$ cat src/rtl/light_pkg.sv
// Shared light codes, controller state encoding and the per-road light helper
// used by the multi-approach intersection controller.
package light_pkg;

  typedef enum logic [1:0] {
    RED    = 2'd0,
    GREEN  = 2'd1,
    YELLOW = 2'd2
  } light_t;

  typedef enum logic [1:0] {
    S_GREEN  = 2'd0,
    S_YELLOW = 2'd1,
    S_ALLRED = 2'd2
  } state_t;

  // Light shown by one road given the controller state and the owning road.
  function automatic light_t road_light(state_t st, int unsigned cur, int unsigned road);
    light_t code;
    code = RED;
    if (road == cur) begin
      if (st == S_GREEN) begin
        code = GREEN;
      end else if (st == S_YELLOW) begin
        code = YELLOW;
      end
    end
    return code;
  endfunction

endpackage

$ cat src/rtl/multi_road_ctrl_if.sv
// Sensor/light bundle between the intersection controller and its roads.
// The controller side uses the master modport.
interface multi_road_ctrl_if #(
  parameter int N_ROADS = 4,
  parameter int IDX_W   = $clog2(N_ROADS)
);
  logic [N_ROADS-1:0]   car_on;
  logic [2*N_ROADS-1:0] light;
  logic [IDX_W-1:0]     phase_id;
  logic                 phase_start;
  logic [N_ROADS-1:0]   demand;

  modport master (
    input  car_on,
    output light,
    output phase_id,
    output phase_start,
    output demand
  );

  modport slave (
    output car_on,
    input  light,
    input  phase_id,
    input  phase_start,
    input  demand
  );
endinterface

$ cat src/rtl/rr_next_sel.sv
// Round-robin pick of the next demanded road after cur; returns road 0 and
// found=0 when no other road has demand.
module rr_next_sel #(
  parameter int N_ROADS = 4,
  parameter int IDX_W   = $clog2(N_ROADS)
) (
  input  logic [N_ROADS-1:0] demand,
  input  logic [IDX_W-1:0]   cur,
  output logic [IDX_W-1:0]   nxt,
  output logic               found
);
  logic [IDX_W-1:0]   cand_idx [1:N_ROADS-1];
  logic [N_ROADS-1:1] cand_dem;

  for (genvar gi = 1; gi < N_ROADS; gi++) begin : g_cand
    assign cand_idx[gi] = IDX_W'((int'(cur) + gi) % N_ROADS);
    assign cand_dem[gi] = demand[cand_idx[gi]];
  end

  // Scan farthest first so the closest demanded road after cur wins.
  always_comb begin
    nxt   = '0;
    found = 1'b0;
    for (int k = N_ROADS - 1; k >= 1; k--) begin
      if (cand_dem[k]) begin
        nxt   = cand_idx[k];
        found = 1'b1;
      end
    end
  end
endmodule

$ cat src/rtl/multi_road_ctrl.sv
// N-approach intersection controller: road 0 rests green, other roads are
// served round-robin with min/max green, yellow and all-red intervals.
module multi_road_ctrl
  import light_pkg::*;
#(
  parameter int N_ROADS   = 4,
  parameter int IDX_W     = $clog2(N_ROADS),
  parameter int CNT_W     = 8,
  parameter int MIN_GREEN = 10,
  parameter int MAX_GREEN = 40,
  parameter int YELLOW_T  = 4,
  parameter int ALLRED_T  = 2
) (
  input logic               clk,
  input logic               rst,
  multi_road_ctrl_if.master bus
);
  localparam logic [CNT_W-1:0] MIN_M1    = CNT_W'(MIN_GREEN - 1);
  localparam logic [CNT_W-1:0] MAX_M1    = CNT_W'(MAX_GREEN - 1);
  localparam logic [CNT_W-1:0] YEL_M1    = CNT_W'(YELLOW_T - 1);
  localparam logic [CNT_W-1:0] AR_M1     = CNT_W'(ALLRED_T - 1);
  localparam logic [CNT_W-1:0] TIMER_SAT = {CNT_W{1'b1}};
  localparam logic [2*N_ROADS-1:0] LIGHT_RST = {{(2*N_ROADS-2){1'b0}}, GREEN};

  state_t               state_reg, state_next;
  logic [IDX_W-1:0]     cur_reg, cur_next;
  logic [IDX_W-1:0]     nxt_reg, nxt_next;
  logic [CNT_W-1:0]     timer_reg, timer_next;
  logic [N_ROADS-1:0]   demand_reg, demand_next;
  logic [2*N_ROADS-1:0] light_reg, light_next;
  logic [IDX_W-1:0]     phase_id_reg, phase_id_next;
  logic                 phase_start_reg, phase_start_next;

  logic [N_ROADS-1:0] cur_onehot, nxt_onehot, green_mask, demand_set;
  logic               other_dem, car_cur, exit_green;
  logic [IDX_W-1:0]   sel_nxt;
  logic               sel_found;

  rr_next_sel #(
    .N_ROADS(N_ROADS),
    .IDX_W  (IDX_W)
  ) u_rr_next_sel (
    .demand(demand_reg),
    .cur   (cur_reg),
    .nxt   (sel_nxt),
    .found (sel_found)
  );

  for (genvar gi = 0; gi < N_ROADS; gi++) begin : g_road
    assign cur_onehot[gi] = (cur_reg == IDX_W'(gi));
    assign nxt_onehot[gi] = (nxt_reg == IDX_W'(gi));
    assign green_mask[gi] = (state_reg == S_GREEN) && cur_onehot[gi];
    // Lights are built from the next state so the bus is a plain register.
    assign light_next[2*gi +: 2] = road_light(state_next, 32'(cur_next), gi);
  end

  assign demand_set = demand_reg | (bus.car_on & ~green_mask);
  assign other_dem  = |(demand_reg & ~cur_onehot);
  assign car_cur    = bus.car_on[cur_reg];
  assign exit_green = (timer_reg >= MIN_M1) &&
                      ((other_dem && (!car_cur || timer_reg >= MAX_M1)) ||
                       (cur_reg != '0 && demand_reg == '0 && !car_cur));

  always_comb begin
    state_next       = state_reg;
    cur_next         = cur_reg;
    nxt_next         = nxt_reg;
    timer_next       = (timer_reg == TIMER_SAT) ? timer_reg : timer_reg + 1'b1;
    demand_next      = demand_set;
    phase_start_next = 1'b0;
    case (state_reg)
      S_GREEN: begin
        if (exit_green) begin
          state_next = S_YELLOW;
          timer_next = '0;
          nxt_next   = sel_found ? sel_nxt : '0;
        end
      end
      S_YELLOW: begin
        if (timer_reg >= YEL_M1) begin
          state_next = S_ALLRED;
          timer_next = '0;
        end
      end
      S_ALLRED: begin
        if (timer_reg >= AR_M1) begin
          state_next       = S_GREEN;
          timer_next       = '0;
          cur_next         = nxt_reg;
          phase_start_next = 1'b1;
          // Entry clear takes priority over a same-cycle sensor set.
          demand_next      = demand_set & ~nxt_onehot;
        end
      end
      default: begin
        state_next = S_GREEN;
        timer_next = '0;
      end
    endcase
    phase_id_next = (state_next == S_ALLRED) ? nxt_next : cur_next;
  end

  always_ff @(posedge clk or posedge rst) begin
    if (rst) begin
      state_reg       <= S_GREEN;
      cur_reg         <= '0;
      nxt_reg         <= '0;
      timer_reg       <= '0;
      demand_reg      <= '0;
      light_reg       <= LIGHT_RST;
      phase_id_reg    <= '0;
      phase_start_reg <= 1'b0;
    end else begin
      state_reg       <= state_next;
      cur_reg         <= cur_next;
      nxt_reg         <= nxt_next;
      timer_reg       <= timer_next;
      demand_reg      <= demand_next;
      light_reg       <= light_next;
      phase_id_reg    <= phase_id_next;
      phase_start_reg <= phase_start_next;
    end
  end

  assign bus.light       = light_reg;
  assign bus.phase_id    = phase_id_reg;
  assign bus.phase_start = phase_start_reg;
  assign bus.demand      = demand_reg;
endmodule
$ cat src/flat_wrapper.sv
// flat-port wrapper written by rule: the top's interface ports become plain ports
module multi_road_ctrl_flat import light_pkg::*;
#(
  parameter int N_ROADS   = 4,
  parameter int IDX_W     = $clog2(N_ROADS),
  parameter int CNT_W     = 8,
  parameter int MIN_GREEN = 10,
  parameter int MAX_GREEN = 40,
  parameter int YELLOW_T  = 4,
  parameter int ALLRED_T  = 2
)
  (clk, rst, bus_car_on, bus_light, bus_phase_id, bus_phase_start, bus_demand);
  multi_road_ctrl_if #(.N_ROADS(N_ROADS), .IDX_W(IDX_W)) bus_i ();
  input logic clk;
  input logic rst;
  input wire logic [$bits(bus_i.car_on)-1:0] bus_car_on;
  output wire logic [$bits(bus_i.light)-1:0] bus_light;
  output wire logic [$bits(bus_i.phase_id)-1:0] bus_phase_id;
  output wire logic [$bits(bus_i.phase_start)-1:0] bus_phase_start;
  output wire logic [$bits(bus_i.demand)-1:0] bus_demand;
  assign bus_i.car_on = bus_car_on;
  assign bus_light = bus_i.light;
  assign bus_phase_id = bus_i.phase_id;
  assign bus_phase_start = bus_i.phase_start;
  assign bus_demand = bus_i.demand;
  multi_road_ctrl #(.N_ROADS(N_ROADS), .IDX_W(IDX_W), .CNT_W(CNT_W), .MIN_GREEN(MIN_GREEN), .MAX_GREEN(MAX_GREEN), .YELLOW_T(YELLOW_T), .ALLRED_T(ALLRED_T)) u_core (.clk(clk), .rst(rst), .bus(bus_i));
endmodule
$ cat config.mk
export PLATFORM = sky130hd
export DESIGN_NAME = multi_road_ctrl_flat
export DESIGN_NICKNAME = d
export VERILOG_FILES = /design/src/rtl/light_pkg.sv /design/src/rtl/multi_road_ctrl_if.sv /design/src/rtl/rr_next_sel.sv /design/src/rtl/multi_road_ctrl.sv /design/src/flat_wrapper.sv
export SDC_FILE = /design/constraint.sdc
export NUM_CORES = 1
export LEC_CHECK = 0
export CAP_MARGIN = 20
export CORE_AREA = 2 2 61 63
export CTS_CLUSTER_SIZE = 30
export DETAILED_ROUTE_END_ITERATION = 10
export DIE_AREA = 0 0 63 65
export PLACE_DENSITY = 0.73
export SYNTH_ARGS = -nofsm -noshare
export SYNTH_HDL_FRONTEND = slang
export SYNTH_SLANG_ARGS = --single-unit
$ cat constraint.sdc
create_clock -name clk -period 2.6 [get_ports clk]
set_input_delay 0.65 -clock clk [delete_from_list [all_inputs] [get_ports clk]]
set_output_delay 0.65 -clock clk [all_outputs]
set_load 0.01 [all_outputs]
## Word level (Yosys, flattened, before mapping)

Index checks and enable logic that the tools add are counted.

- Bitwise gates (word level): 7
- Magnitude comparators: 8
- Multiplexer cells: 39
- Equal/unequal tests: 14
- Reductions and logical operators: 19
- Add/sub/neg operators: 4
- Shift operators: 0
- $mul: 0
- Div/mod/pow operators: 0

Operator list:

| operator | number |
|---|---|
| 2-bit two-way mux | 18 |
| 8-bit two-way mux | 4 |
| 8-bit case mux with 3 select lines | 1 |
| 4-bit bitwise AND | 3 |
| 2-bit == test, second input constant | 6 |
| 2-bit by 3-bit less-than comparator with 1-bit output, second input constant | 4 |
| 4-bit NOT | 3 |
| 2-bit logical NOT | 5 |
| 1-bit two-way mux | 9 |
| 8-bit by 1-bit adder with 8-bit output, second input constant | 1 |
| 1-bit binary-select mux with 2-bit select | 4 |
| 2-bit by 1-bit == test with 1-bit output, second input constant | 4 |
| 8-bit == test, second input constant | 1 |
| 8-bit by 1-bit greater-or-equal comparator with 1-bit output, second input constant | 1 |
| 8-bit by 2-bit greater-or-equal comparator with 1-bit output, second input constant | 1 |
| 8-bit by 4-bit greater-or-equal comparator with 1-bit output, second input constant | 1 |
| 8-bit by 6-bit greater-or-equal comparator with 1-bit output, second input constant | 1 |
| 1-bit logical AND | 8 |
| 4-bit two-way mux | 2 |
| 2-bit case mux with 3 select lines | 1 |
| 2-bit adder, second input constant | 2 |
| 2-bit == test, first input constant | 2 |
| 4-bit logical NOT | 1 |
| 4-bit bitwise OR | 1 |
| 6 further kinds | 7 |

- Memory bits (read-only): 0
- Register bits: 29
- Logic and storage cells: 99
- Bits in latches: 0
- Output and inout bits: 15
- RAM bits: 0
- Input port bits: 6
- Memories kept: 0

## Logic depth before layout (Yosys ltp)

Gate-level depths: netlist of run 1.

- Depth in word-level cells: 13
- Mapped depth: 9
- Gate-level depth less buffers: 7

## Cells and area by module

Synthesis of run 1 repeated with hierarchy kept, for this count alone.

- Cells, all modules: 162
- Area, all modules: 1,655.3 µm²

By module, submodules not included:

| module | area an instance (µm²) | times used | cells each | sequential area each (µm²) |
|---|---|---|---|---|
| multi_road_ctrl | 1,530.2 | 1 | 146 | 726.9 |
| rr_next_sel | 125.1 | 1 | 16 | 0.0 |

## Worst setup path after synthesis of run 1

Ideal clock, no wire load.

- Path type: reg-to-reg
- Start point: register u_core.cur_reg[0]
- End point: register u_core.timer_reg[2]
- Buffers on the path: 2
- Arrival: 2,194 ps
- Clock period less this slack: 2,262 ps
- Library setup time: 67 ps
- Data required time: 2,533 ps
- Path slack: 338 ps
- Stages on the path, launching flop included: 10
- Path through: dfrtp_1 clkbuf_1 inv_1 ha_1 nor2b_1 a2111oi_0 o21ai_0 nand2_1 clkbuf_1 o2111a_1

- Word-level cells in the longest chain between the ends: 9
- Elaborated cells on any way between the ends: 19
- Classes of those cells: 3 x eq/ne; 4 x mux; 2 x bitwise; 10 x reduce/logical

RTL lines:

| element | line | RTL |
|---|---|---|
| start: declaration | multi_road_ctrl.sv:26 | `logic [IDX_W-1:0] cur_reg, cur_next;` |
| start signal: assignment | multi_road_ctrl.sv:115 | `cur_reg <= cur_next;` |
| 2-bit by 1-bit == test with 1-bit output, or another cell as far along | multi_road_ctrl.sv:50 | `assign cur_onehot[gi] = (cur_reg == IDX_W'(gi));` |
| 4-bit NOT / 1-bit two-way mux (equally long branches) | multi_road_ctrl.sv:58, multi_road_ctrl.sv:59 |  |
| 4-bit bitwise AND / 1-bit logical NOT (equally long branches) | multi_road_ctrl.sv:58, multi_road_ctrl.sv:61, multi_road_ctrl.sv:62 |  |
| 4-bit OR reduction / 1-bit logical OR (equally long branches) | multi_road_ctrl.sv:58, multi_road_ctrl.sv:61 |  |
| 1-bit logical AND | multi_road_ctrl.sv:61 | `((other_dem && (!car_cur \|\| timer_reg >= MAX_M1)) \|\|` |
| 1-bit logical OR * | multi_road_ctrl.sv:61 |  |
| 1-bit logical AND * | multi_road_ctrl.sv:60 | `assign exit_green = (timer_reg >= MIN_M1) &&` |
| 8-bit two-way mux * | multi_road_ctrl.sv:73 | `if (exit_green) begin` |
| 8-bit case mux with 3 select lines * | multi_road_ctrl.sv:71 | `case (state_reg)` |
| net u_core.timer_next[2] | multi_road_ctrl.sv:28 | `logic [CNT_W-1:0] timer_reg, timer_next;` |
| end signal: assignment | multi_road_ctrl.sv:117 | `timer_reg <= timer_next;` |
| end: declaration | multi_road_ctrl.sv:28 |  |

The timed path passes the listed nets; every way through them passes the cells marked *. The select of a mux whose other input is x is not followed.

## Worst setup path after layout of run 1

- Start point: register u_core.cur_reg[1]
- End point: register u_core.light_reg[0], in the netlist u_core.bus.light[0]

- Word-level cells in the longest chain between the ends: 12
- Elaborated cells on any way between the ends: 25
- Classes of those cells: 3 x eq/ne; 8 x mux; 2 x bitwise; 12 x reduce/logical

RTL lines:

| element | line | RTL |
|---|---|---|
| 2-bit by 1-bit == test with 1-bit output, or another cell as far along | multi_road_ctrl.sv:50 |  |
| 4-bit NOT / 1-bit two-way mux (equally long branches) | multi_road_ctrl.sv:58, multi_road_ctrl.sv:59 |  |
| 4-bit bitwise AND / 1-bit logical NOT (equally long branches) | multi_road_ctrl.sv:58, multi_road_ctrl.sv:61, multi_road_ctrl.sv:62 |  |
| 4-bit OR reduction / 1-bit logical OR (equally long branches) | multi_road_ctrl.sv:58, multi_road_ctrl.sv:61 |  |
| 1-bit logical AND | multi_road_ctrl.sv:61 |  |
| 1-bit logical OR | multi_road_ctrl.sv:61 |  |
| 1-bit logical AND | multi_road_ctrl.sv:60 |  |
| 2-bit two-way mux | multi_road_ctrl.sv:73 |  |
| 2-bit case mux with 3 select lines | multi_road_ctrl.sv:71 |  |
| 2-bit logical NOT | light_pkg.sv:22 | `if (st == S_GREEN) begin` |
| 2-bit two-way mux | light_pkg.sv:22 |  |
| 2-bit two-way mux * | light_pkg.sv:21 | `if (road == cur) begin` |
| net u_core.light_next[0] | multi_road_ctrl.sv:30 | `logic [2*N_ROADS-1:0] light_reg, light_next;` |
| end signal: assignment | multi_road_ctrl.sv:119 | `light_reg <= light_next;` |
| end: declaration | multi_road_ctrl.sv:30 |  |

Marks and branches as above.

==> results of run 1 <==
cells in the final DEF (no fill, tap or decap), types with 2 or more instances in the layout:
cell	instances
sky130_fd_sc_hd__and3_1	8
sky130_fd_sc_hd__nand3_1	4
sky130_fd_sc_hd__o21ai_0	4
sky130_fd_sc_hd__mux2_2	4
sky130_fd_sc_hd__mux2_1	2
sky130_fd_sc_hd__nor2b_1	10
sky130_fd_sc_hd__ha_1	7
sky130_fd_sc_hd__a21oi_1	10
sky130_fd_sc_hd__clkbuf_4	5
sky130_fd_sc_hd__nand2_1	14
sky130_fd_sc_hd__o31ai_2	2
sky130_fd_sc_hd__o21a_1	3
sky130_fd_sc_hd__o211a_1	3
sky130_fd_sc_hd__o22ai_1	3
sky130_fd_sc_hd__nand2b_1	3
sky130_fd_sc_hd__buf_4	7
sky130_fd_sc_hd__nor3_1	4
sky130_fd_sc_hd__dfrtp_1	28
sky130_fd_sc_hd__clkbuf_8	2
sky130_fd_sc_hd__and4_1	2
sky130_fd_sc_hd__nor2_1	16
sky130_fd_sc_hd__a31oi_1	5
sky130_fd_sc_hd__clkdlybuf4s50_1	20
sky130_fd_sc_hd__inv_1	7
final cells by class:
type                    instances  area (sq um)  area share
multi-input cells             128           881       0.437
flip-flops and latches         29           727       0.360
repair buffers                 27           253       0.125
clock buffers                   7          65.1      0.0323
well taps                      48          60.1      0.0298
inverters                       7          26.3      0.0130
clock inverters                 1          5.00     0.00248
power by group through the flow:
| stage | clock [W] | sequential (W) | combinational, W |
|---|---|---|---|
| detailed placement | 0 | 0.000802 | 0.00106 |
| global route | 0.000342 | 0.000827 | 0.00119 |
| floorplan | 0 | 0.000737 | 0.000749 |
| global placement | 0 | 0.000789 | 0.00103 |
| finish | 0.000319 | 0.000795 | 0.00107 |
| CTS | 0.000323 | 0.000793 | 0.00107 |
cell families (layout without fill, tap and decap cells):
kind of cell | count (synthesis) | count (layout) | share of synthesized area
AO/OA/AOI/OAI | 42 | 42 | 0.184
XOR/XNOR | 2 | 2 | 0.0105
adder cells (fa/ha/maj) | 7 | 7 | 0.0524
buffers and inverters | 17 | 42 | 0.0389
flip-flops | 29 | 29 | 0.435
multiplexers | 8 | 8 | 0.0598
AND/OR/NAND/NOR | 69 | 69 | 0.220
through the flow:
stage	power (W)	hold WS [ns]	instance area, sq um
2_1_floorplan	0.00149	0.511	1670
3_3_place_gp	0.00182	0.575	1950
3_5_place_dp	0.00186	0.580	1950
4_1_cts	0.00218	0.604	2020
5_1_grt	0.00236	0.645	2020
6_report	0.00218	0.628	2020
worst paths after layout:
kind                                                       end  slack (ns)  depth (start not counted)
worst min-delay path            u_core.bus.demand[3]$_DFF_PP0_        0.63                          1
min in group asynchronous        u_core.timer_reg[7]$_DFF_PP0_        0.68                          3
max in group asynchronous        u_core.bus.light[0]$_DFF_PP1_        1.60                          3
worst max-delay path             u_core.bus.light[0]$_DFF_PP1_        0.18                          8
worst max register to register   u_core.bus.light[0]$_DFF_PP1_        0.18                          8
worst min register to register  u_core.bus.demand[3]$_DFF_PP0_        0.63                          1
worst reg2reg max path, stage by stage, from the launching register on:
cell and delay (ns):
sky130_fd_sc_hd__dfrtp_1 0.48, sky130_fd_sc_hd__inv_1 0.16, sky130_fd_sc_hd__ha_1 0.22, sky130_fd_sc_hd__nor2b_1 0.06, sky130_fd_sc_hd__a2111oi_0 0.51, sky130_fd_sc_hd__buf_4 0.20, sky130_fd_sc_hd__o21ai_0 0.13, sky130_fd_sc_hd__nand2_1 0.35
sky130_fd_sc_hd__o221a_2 0.26
per-layer routing:
metal / global-route usage / vias to the layer above
met5: 0 / -
met3: 0.0556 / 6
met1: 0.233 / 653
li1: - / 673
met4: 0.111 / 0
met2: 0.305 / 42
==> summary.md, run 1 <==
The area overhead of the layout relative to synthesis works out to 20.6%. Tracing the worst setup path back leads to its startpoint at u_core.cur_reg[1]$_DFF_PP0_. The count of buffers from port buffering was 20. Clock tree synthesis found a total of 29 sinks. The number of hold violations in the final report was 0; the total power divided by cell area was 1080 mW/mm^2.

Fraction of registers with async set/reset: 1.00. The sequential area share after synthesis was 0.435; the critical path data required time was 2.86 ns. The worst-case setup slack after placement came out at 0.123 ns. Counting both buffers and inverters, the worst setup path holds a total of 2. Synthesis handed over a netlist of 174 instances.

Summed over all instances, the cell type with the most area after synthesis is sky130_fd_sc_hd__dfrtp_1. The headroom to the max-slew limit is 0.638, and the wire length on met3 is 188 um. Counting flops with a built-in enable in the synthesized netlist gives 0. On the worst path, the slowest cell contributes a delay of 0.51 ns. The worst setup path is of the reg2reg kind. Clock tree root buffer cell: sky130_fd_sc_hd__clkbuf_4. The worst hold path belongs to the class reg2reg. For this run, the number of Yosys warnings is 0. Before antenna repair, the detailed router went through 4 iterations. The part of the total power dissipated in the clock network is 0.146, and the clock input transition at the sequential cells of the worst setup and hold paths is 0.10 ns. The flow ran to the end, and the final reports show no timing, DRC or antenna violations. Measured along the y axis, the die boundary spans 65 um. The cell row count came out at 22. The switching share of power works out to 0.402. The tools report the share of power burned in registers as 0.365.

The die is 63 um wide. The worst setup path is launched from a register. The average detailed-routed wire length per instance works out to 14.2 um. Grouping stages by cell kind, the critical path spends the most delay in compound AO/OA/AOI/OAI gates. Counting every net in the synthesized netlist gives 187.

The source-to-sink clock delay at the later pin of the worst-skew pair came out at 0.32 ns. Among all cell types in the netlist, the one instantiated most often is sky130_fd_sc_hd__dfrtp_1. Number of antenna repair diodes: 0. Leaving out filler cells and counting taps, the final layout contains 247. The congestion estimate from routability-driven global placement came to 0.851. The number of top-level design ports was 21; the count of state elements after synthesis was 29. Capturing element type of the critical path: a register.

The cell count after placement was 239; the number of CTS-inserted buffers was 5. Static timing analysis puts the maximum clock frequency at 0.413 GHz. The core utilization of the finished layout was 0.577.

The global routing usage summed across all routing layers is 0.192. The tools report the switching power of the nets as 0.000877 W. The filler cells instantiated in the layout total 309. For this run, the leading register cell type out of synthesis is sky130_fd_sc_hd__dfrtp_1. Post-CTS repair changed the size of 0 cells. Setup violations remaining at the end of the flow were counted as 0. On the final layout, the worst clock skew is 0.0121 ns. The via count normalized by instance count was 5.56. Sorting the synthesized cells by how often they occur yields sky130_fd_sc_hd__dfrtp_1, sky130_fd_sc_hd__nor2_1, sky130_fd_sc_hd__nand2_1.

The hold-fix buffer count after cts came out at 0. For the mapped cell area, the log shows 0.00167 sq mm. Setup repair after global routing left no endpoint under its margin.

The initial antenna violation count was 0. The first global-routing pass estimated 6100 um of wire. The final layout contains routed wiring with a total length of 3520 um.

The clock passes through at most 2 buffers. The tools report the sum of negative setup slack as 0 ns. The startpoint of the most critical register-to-register path was u_core.cur_reg[1]$_DFF_PP0_.

Max-cap violations in this run came to 0. The top cell type's share of synthesized area is 0.419, and the number of global-route vias before repair is 1,330. Walking the worst path, the cells encountered are inv_1 -> ha_1 -> nor2b_1 -> a2111oi_0 -> buf_4 -> o21ai_0 -> nand2_1 -> o221a_2. Wire segments on met2 add up to 1740 um in the final route. After the last flow step, the layout net total stands at 211. Global routing finished with a remaining overflow of 0. Across all layers, the routed design uses 1,374 vias. The logs give 0.911 nW for the leakage power of the design and 2 for the maximum level of the CTS H-tree. The starting density of the core is 0.479. At the pin with the least slew margin, the transition time is 0.529 ns. Once detailed placement completed, the half-perimeter wirelength came to 2560 um.

The post-detailed-route count of antenna-violating nets was 0; the mean area per synthesized cell was 9.61 sq um. Number of different library cells in the post-synthesis netlist: 47. By area the synthesized netlist is led by sky130_fd_sc_hd__dfrtp_1, sky130_fd_sc_hd__ha_1, sky130_fd_sc_hd__nor2b_1, sky130_fd_sc_hd__nor2_1, sky130_fd_sc_hd__nand2_1. Entering global routing, the biggest net connects 30 pins.

Residual DRC count: 0. For the final number of max-transition violations, the log shows 0. The tools report the total internal power as 0.00130 W.

The layout cell share with drive strength beyond 1 is 0.141, and the total setup buffers inserted after CTS is 0. The floorplan step defined a die boundary enclosing 0.00410 sq mm. TritonCTS built the clock tree. Startpoint of the tightest hold check path: u_core.nxt_reg[0]$_DFF_PP0_. The highest signal layer in the routed design was met4. In this run, the number of DRC markers left after iteration 0 of detailed routing was 91. The part of the power in combinational logic came out at 0.489. Maximum fanout along the worst path: 12. The standard cell core area is 0.00350 sq mm, and the final critical-path required period is 2.42 ns. Period utilization: 0.931. In the final routing, the length of wire on met1 measures 1530 um. Data arrives at the worst endpoint at 2.68 ns. The maximum VDD drop is 0.544 mV.

The master of the slowest instance on the critical path was sky130_fd_sc_hd__a2111oi_0. In the post-route analysis, the smallest setup slack over all paths is 0.178 ns.
Power figures use the tool's default switching activity.
==> run 2: changes to the inputs <==
--- a/config.mk
+++ b/config.mk
@@ -10,7 +10,8 @@
 export CTS_CLUSTER_SIZE = 30
 export DETAILED_ROUTE_END_ITERATION = 10
 export DIE_AREA = 0 0 63 65
-export PLACE_DENSITY = 0.73
+export PLACE_DENSITY = 0.71
 export SYNTH_ARGS = -nofsm -noshare
 export SYNTH_HDL_FRONTEND = slang
+export SYNTH_HIERARCHICAL = 1
 export SYNTH_SLANG_ARGS = --single-unit
==> summary.md, run 2 <==
The final critical-path required period came out at 2.32 ns. The sum of negative setup slack was 0 ns. The tools report the number of different library cells in the post-synthesis netlist as 44. After synthesis, the cell types taking the most area are sky130_fd_sc_hd__dfrtp_1, sky130_fd_sc_hd__mux2i_1, sky130_fd_sc_hd__a21oi_1, sky130_fd_sc_hd__buf_6, sky130_fd_sc_hd__mux2i_4.

The run gives 0 as the initial antenna violation count. The kind of cell adding the most delay to the critical path was compound AO/OA/AOI/OAI gates. Number of global-route vias before repair: 1,270.

The critical path goes through ha_1 -> a211o_1 -> a211o_1 -> a21bo_2 -> o32a_4 -> a221oi_2. The master of the slowest instance on the critical path was sky130_fd_sc_hd__dfrtp_1. The clock net in this run drives a total of 29 sinks. Most frequent cell on the critical path: sky130_fd_sc_hd__a211o_1.

For the area of the die, the log shows 0.00410 sq mm. Clock-pin slew was measured on the worst setup and hold paths at 0.09 ns. The global routing usage summed across all routing layers was 0.184.

During I/O placement, the number of pins put on the boundary was 21. For the number of nets in the synthesized netlist, the log shows 171. The first-pass iteration count of the detailed router is 4.

The post-detailed-route count of antenna-violating nets came out at 0. The most used flip-flop cell after synthesis is sky130_fd_sc_hd__dfrtp_1. Leaving out fill and tap cells, the most frequent cell in the layout is sky130_fd_sc_hd__dfrtp_1.

The final non-filler cell total was 234; the total number of yosys warnings was 6. Buffers inserted during clock tree synthesis total 5. The number of vias after detailed routing came out at 1,352. The clock passes through at most 2 buffers. TritonCTS built the clock tree. The tools report the cell row count as 22.

In the layout the commonest cells are sky130_fd_sc_hd__dfrtp_1, sky130_fd_sc_hd__clkdlybuf4s50_1, sky130_fd_sc_hd__a21oi_1. The logs give 5820 um for the first-pass GRT wire length and 0 for the post-cts resize count. The area overhead of the layout relative to synthesis works out to 18.6%.

The worst setup path is of the reg2reg kind. The average instance in the mapped netlist occupies 10.2 sq um. In this run, synthesis produced a sequential element count of 29.

Among all cell types in the netlist, the one instantiated most often is sky130_fd_sc_hd__dfrtp_1. The maximum VDD drop was 0.746 mV; the total power divided by cell area was 1160 mW/mm^2. Setup repair after global routing left no endpoint under its margin.

0 antenna diodes ended up in the layout. Final number of max-transition violations: 0. After clock tree synthesis, the setup repair step added 0 buffers. The via count normalized by instance count was 5.78. The largest single stage delay on the critical path is 0.43 ns. The run gives 0.644 as the headroom to the max-slew limit. The count of buffers added on input and output ports is 20.

Between clock sinks in the finished design, the worst skew comes to 0.00736 ns. After technology mapping, the gate count stands at 162. The clock tree root buffer cell is sky130_fd_sc_hd__clkbuf_4. The tools report the residual DRC count as 0. The synthesized design spends more area on one cell type than any other, namely sky130_fd_sc_hd__dfrtp_1.

For the core utilization of the finished layout, the log shows 0.562. The path class of the lowest-slack min-delay path is reg2reg. The cell count after placement is 226, and the maximum fanout along the worst path is 8. Setup violations remaining at the end of the flow were counted as 0. The run finished with clean final reports. The number of hold violations in the final report is 0, and the period utilization is 0.892. The sequential area share after synthesis is 0.439, and the global placer's final weighted congestion is 0.857. For the pin with the worst max-slew slack, the measured transition is 0.532 ns. Count of max-cap constraint violations: 0.

STA classifies the critical path startpoint as a register. The count of flip-flops with a built-in enable after synthesis was 0; the layout cell share with drive strength beyond 1 was 0.118. The tools report the number of nets in the final layout as 194. The first routing iteration left 60 violations. Clock latency on the worst-skew pair, taken at its later pin, is 0.32 ns. In this run the vertical extent of the chip is 65 um. The total overflow left after global routing is 0.

The critical path data required time was 2.83 ns; the worst hold slack after final layout was 0.579 ns. After detailed routing, the total wire length is 3550 um. By count the netlist is led by sky130_fd_sc_hd__dfrtp_1, sky130_fd_sc_hd__a21oi_1, sky130_fd_sc_hd__nor2_1. The run gives 0.00350 sq mm as the standard cell core area. Detailed placement ended at an HPWL of 2590 um. Data on the critical path arrives at its endpoint at 2.55 ns. STA classifies the critical path endpoint as a register.

The number of buffers and inverters on the critical path is 0. For this design, the CTS-stage hold fixing added 0 buffers. The starting density of the core was 0.474. The die boundary width is 63 um, and the mapped cell area is 0.00166 sq mm. The average detailed-routed wire length per instance was 15.2 um; the maximum level of the CTS H-tree was 2. The pin count of the biggest net entering global routing is 30, and the fraction of registers with async set/reset is 1.00. The top cell type's share of synthesized area is 0.423. Timing would allow up to 0.431 GHz. In this run the static leakage power is 0.852 nW.
==> run 2: cell count changes after synthesis, moves of 4 or more <==
cell,change
sky130_fd_sc_hd__nand2_1,-8
sky130_fd_sc_hd__clkbuf_1,-9
sky130_fd_sc_hd__mux2_2,-4
sky130_fd_sc_hd__mux2i_1,+8
sky130_fd_sc_hd__nand3_1,+4
sky130_fd_sc_hd__nor2_1,-6
sky130_fd_sc_hd__nor2b_1,-7
sky130_fd_sc_hd__ha_1,-4
sky130_fd_sc_hd__buf_6,+4
==> run 2: per-layer routing <==
layer | GRT usage | vias up | share of wire
li1 | - | 643 | -
met1 | 0.227 | 663 | 0.44
met2 | 0.310 | 40 | 0.50
met3 | 0.0417 | 6 | 0.044
met4 | 0.0778 | 0 | 0.015
met5 | 0 | - | 0
==> run 2: area by class of cell <==
type,instances,area (sq um)
fillers,334,1530
repair buffers,24,230
clock buffers,7,55.1
multi-input cells,114,820
clock inverters,1,30.0
well taps,48,60.1
flip-flops and latches,29,727
inverters,11,41.3
==> run 2: final timing paths <==
kind | from | cells after the start | end | slack, ns
min in group asynchronous | rst | 3 | u_core/timer_reg[5]$_DFF_PP0_ | 0.69
max in group asynchronous | rst | 3 | u_core/bus.light[0]$_DFF_PP1_ | 1.59
hold reg to reg | u_core/nxt_reg[0]$_DFF_PP0_ | 1 | u_core/bus.demand[1]$_DFF_PP0_ | 0.58
setup reg to reg | u_core/timer_reg[0]$_DFF_PP0_ | 6 | u_core/timer_reg[6]$_DFF_PP0_ | 0.28
hold / removal | u_core/nxt_reg[0]$_DFF_PP0_ | 1 | u_core/bus.demand[1]$_DFF_PP0_ | 0.58
setup / recovery | u_core/timer_reg[0]$_DFF_PP0_ | 6 | u_core/timer_reg[6]$_DFF_PP0_ | 0.28
==> run 2: power breakdown <==
| group | switching (W) | leakage [nW] | internal, W |
|---|---|---|---|
| sequential | 0.000188 | 0.359 | 0.000607 |
| clock | 0.000154 | 0.0455 | 0.000230 |
| combinational | 0.000579 | 0.447 | 0.000528 |
| total | 0.000921 | 0.852 | 0.00136 |
==> run 2: worst reg2reg max path, stage by stage, from the launching register on <==
cell and delay (ns):
sky130_fd_sc_hd__dfrtp_1 0.43, sky130_fd_sc_hd__ha_1 0.31, sky130_fd_sc_hd__a211o_1 0.29, sky130_fd_sc_hd__a211o_1 0.32, sky130_fd_sc_hd__a21bo_2 0.25, sky130_fd_sc_hd__o32a_4 0.36, sky130_fd_sc_hd__a221oi_2 0.27
==> run 2: cell families (layout without fill, tap and decap cells) <==
group,after synthesis,after routing,synth area share
AOI/OAI and AO/OA,40,40,0.173
muxes,12,12,0.0952
adders and majority gates,3,3,0.0227
xor gates and xnor gates,4,4,0.0212
buffers and inverters,19,43,0.0658
and+or+nand+nor,55,55,0.183
DFF,29,29,0.439
==> run 2: metrics by stage <==
stage | area, sq um | power (W) | worst slack (ns)
6_report | 1960 | 0.00229 | 0.281
5_1_grt | 1960 | 0.00245 | 0.204
2_1_floorplan | 1660 | 0.00159 | 0.469
3_3_place_gp | 1880 | 0.00186 | 0.283
3_5_place_dp | 1880 | 0.00190 | 0.246
4_1_cts | 1960 | 0.00230 | 0.293
==> run 3: changes to the inputs <==
--- a/config.mk
+++ b/config.mk
@@ -7,7 +7,7 @@
 export LEC_CHECK = 0
 export CAP_MARGIN = 20
 export CORE_AREA = 2 2 61 63
-export CTS_CLUSTER_SIZE = 30
+export CTS_CLUSTER_SIZE = 28
 export DETAILED_ROUTE_END_ITERATION = 10
 export DIE_AREA = 0 0 63 65
 export PLACE_DENSITY = 0.71
==> results of run 3 <==
Same layout as run 2: the final DEF is identical, and so are final timing and power.
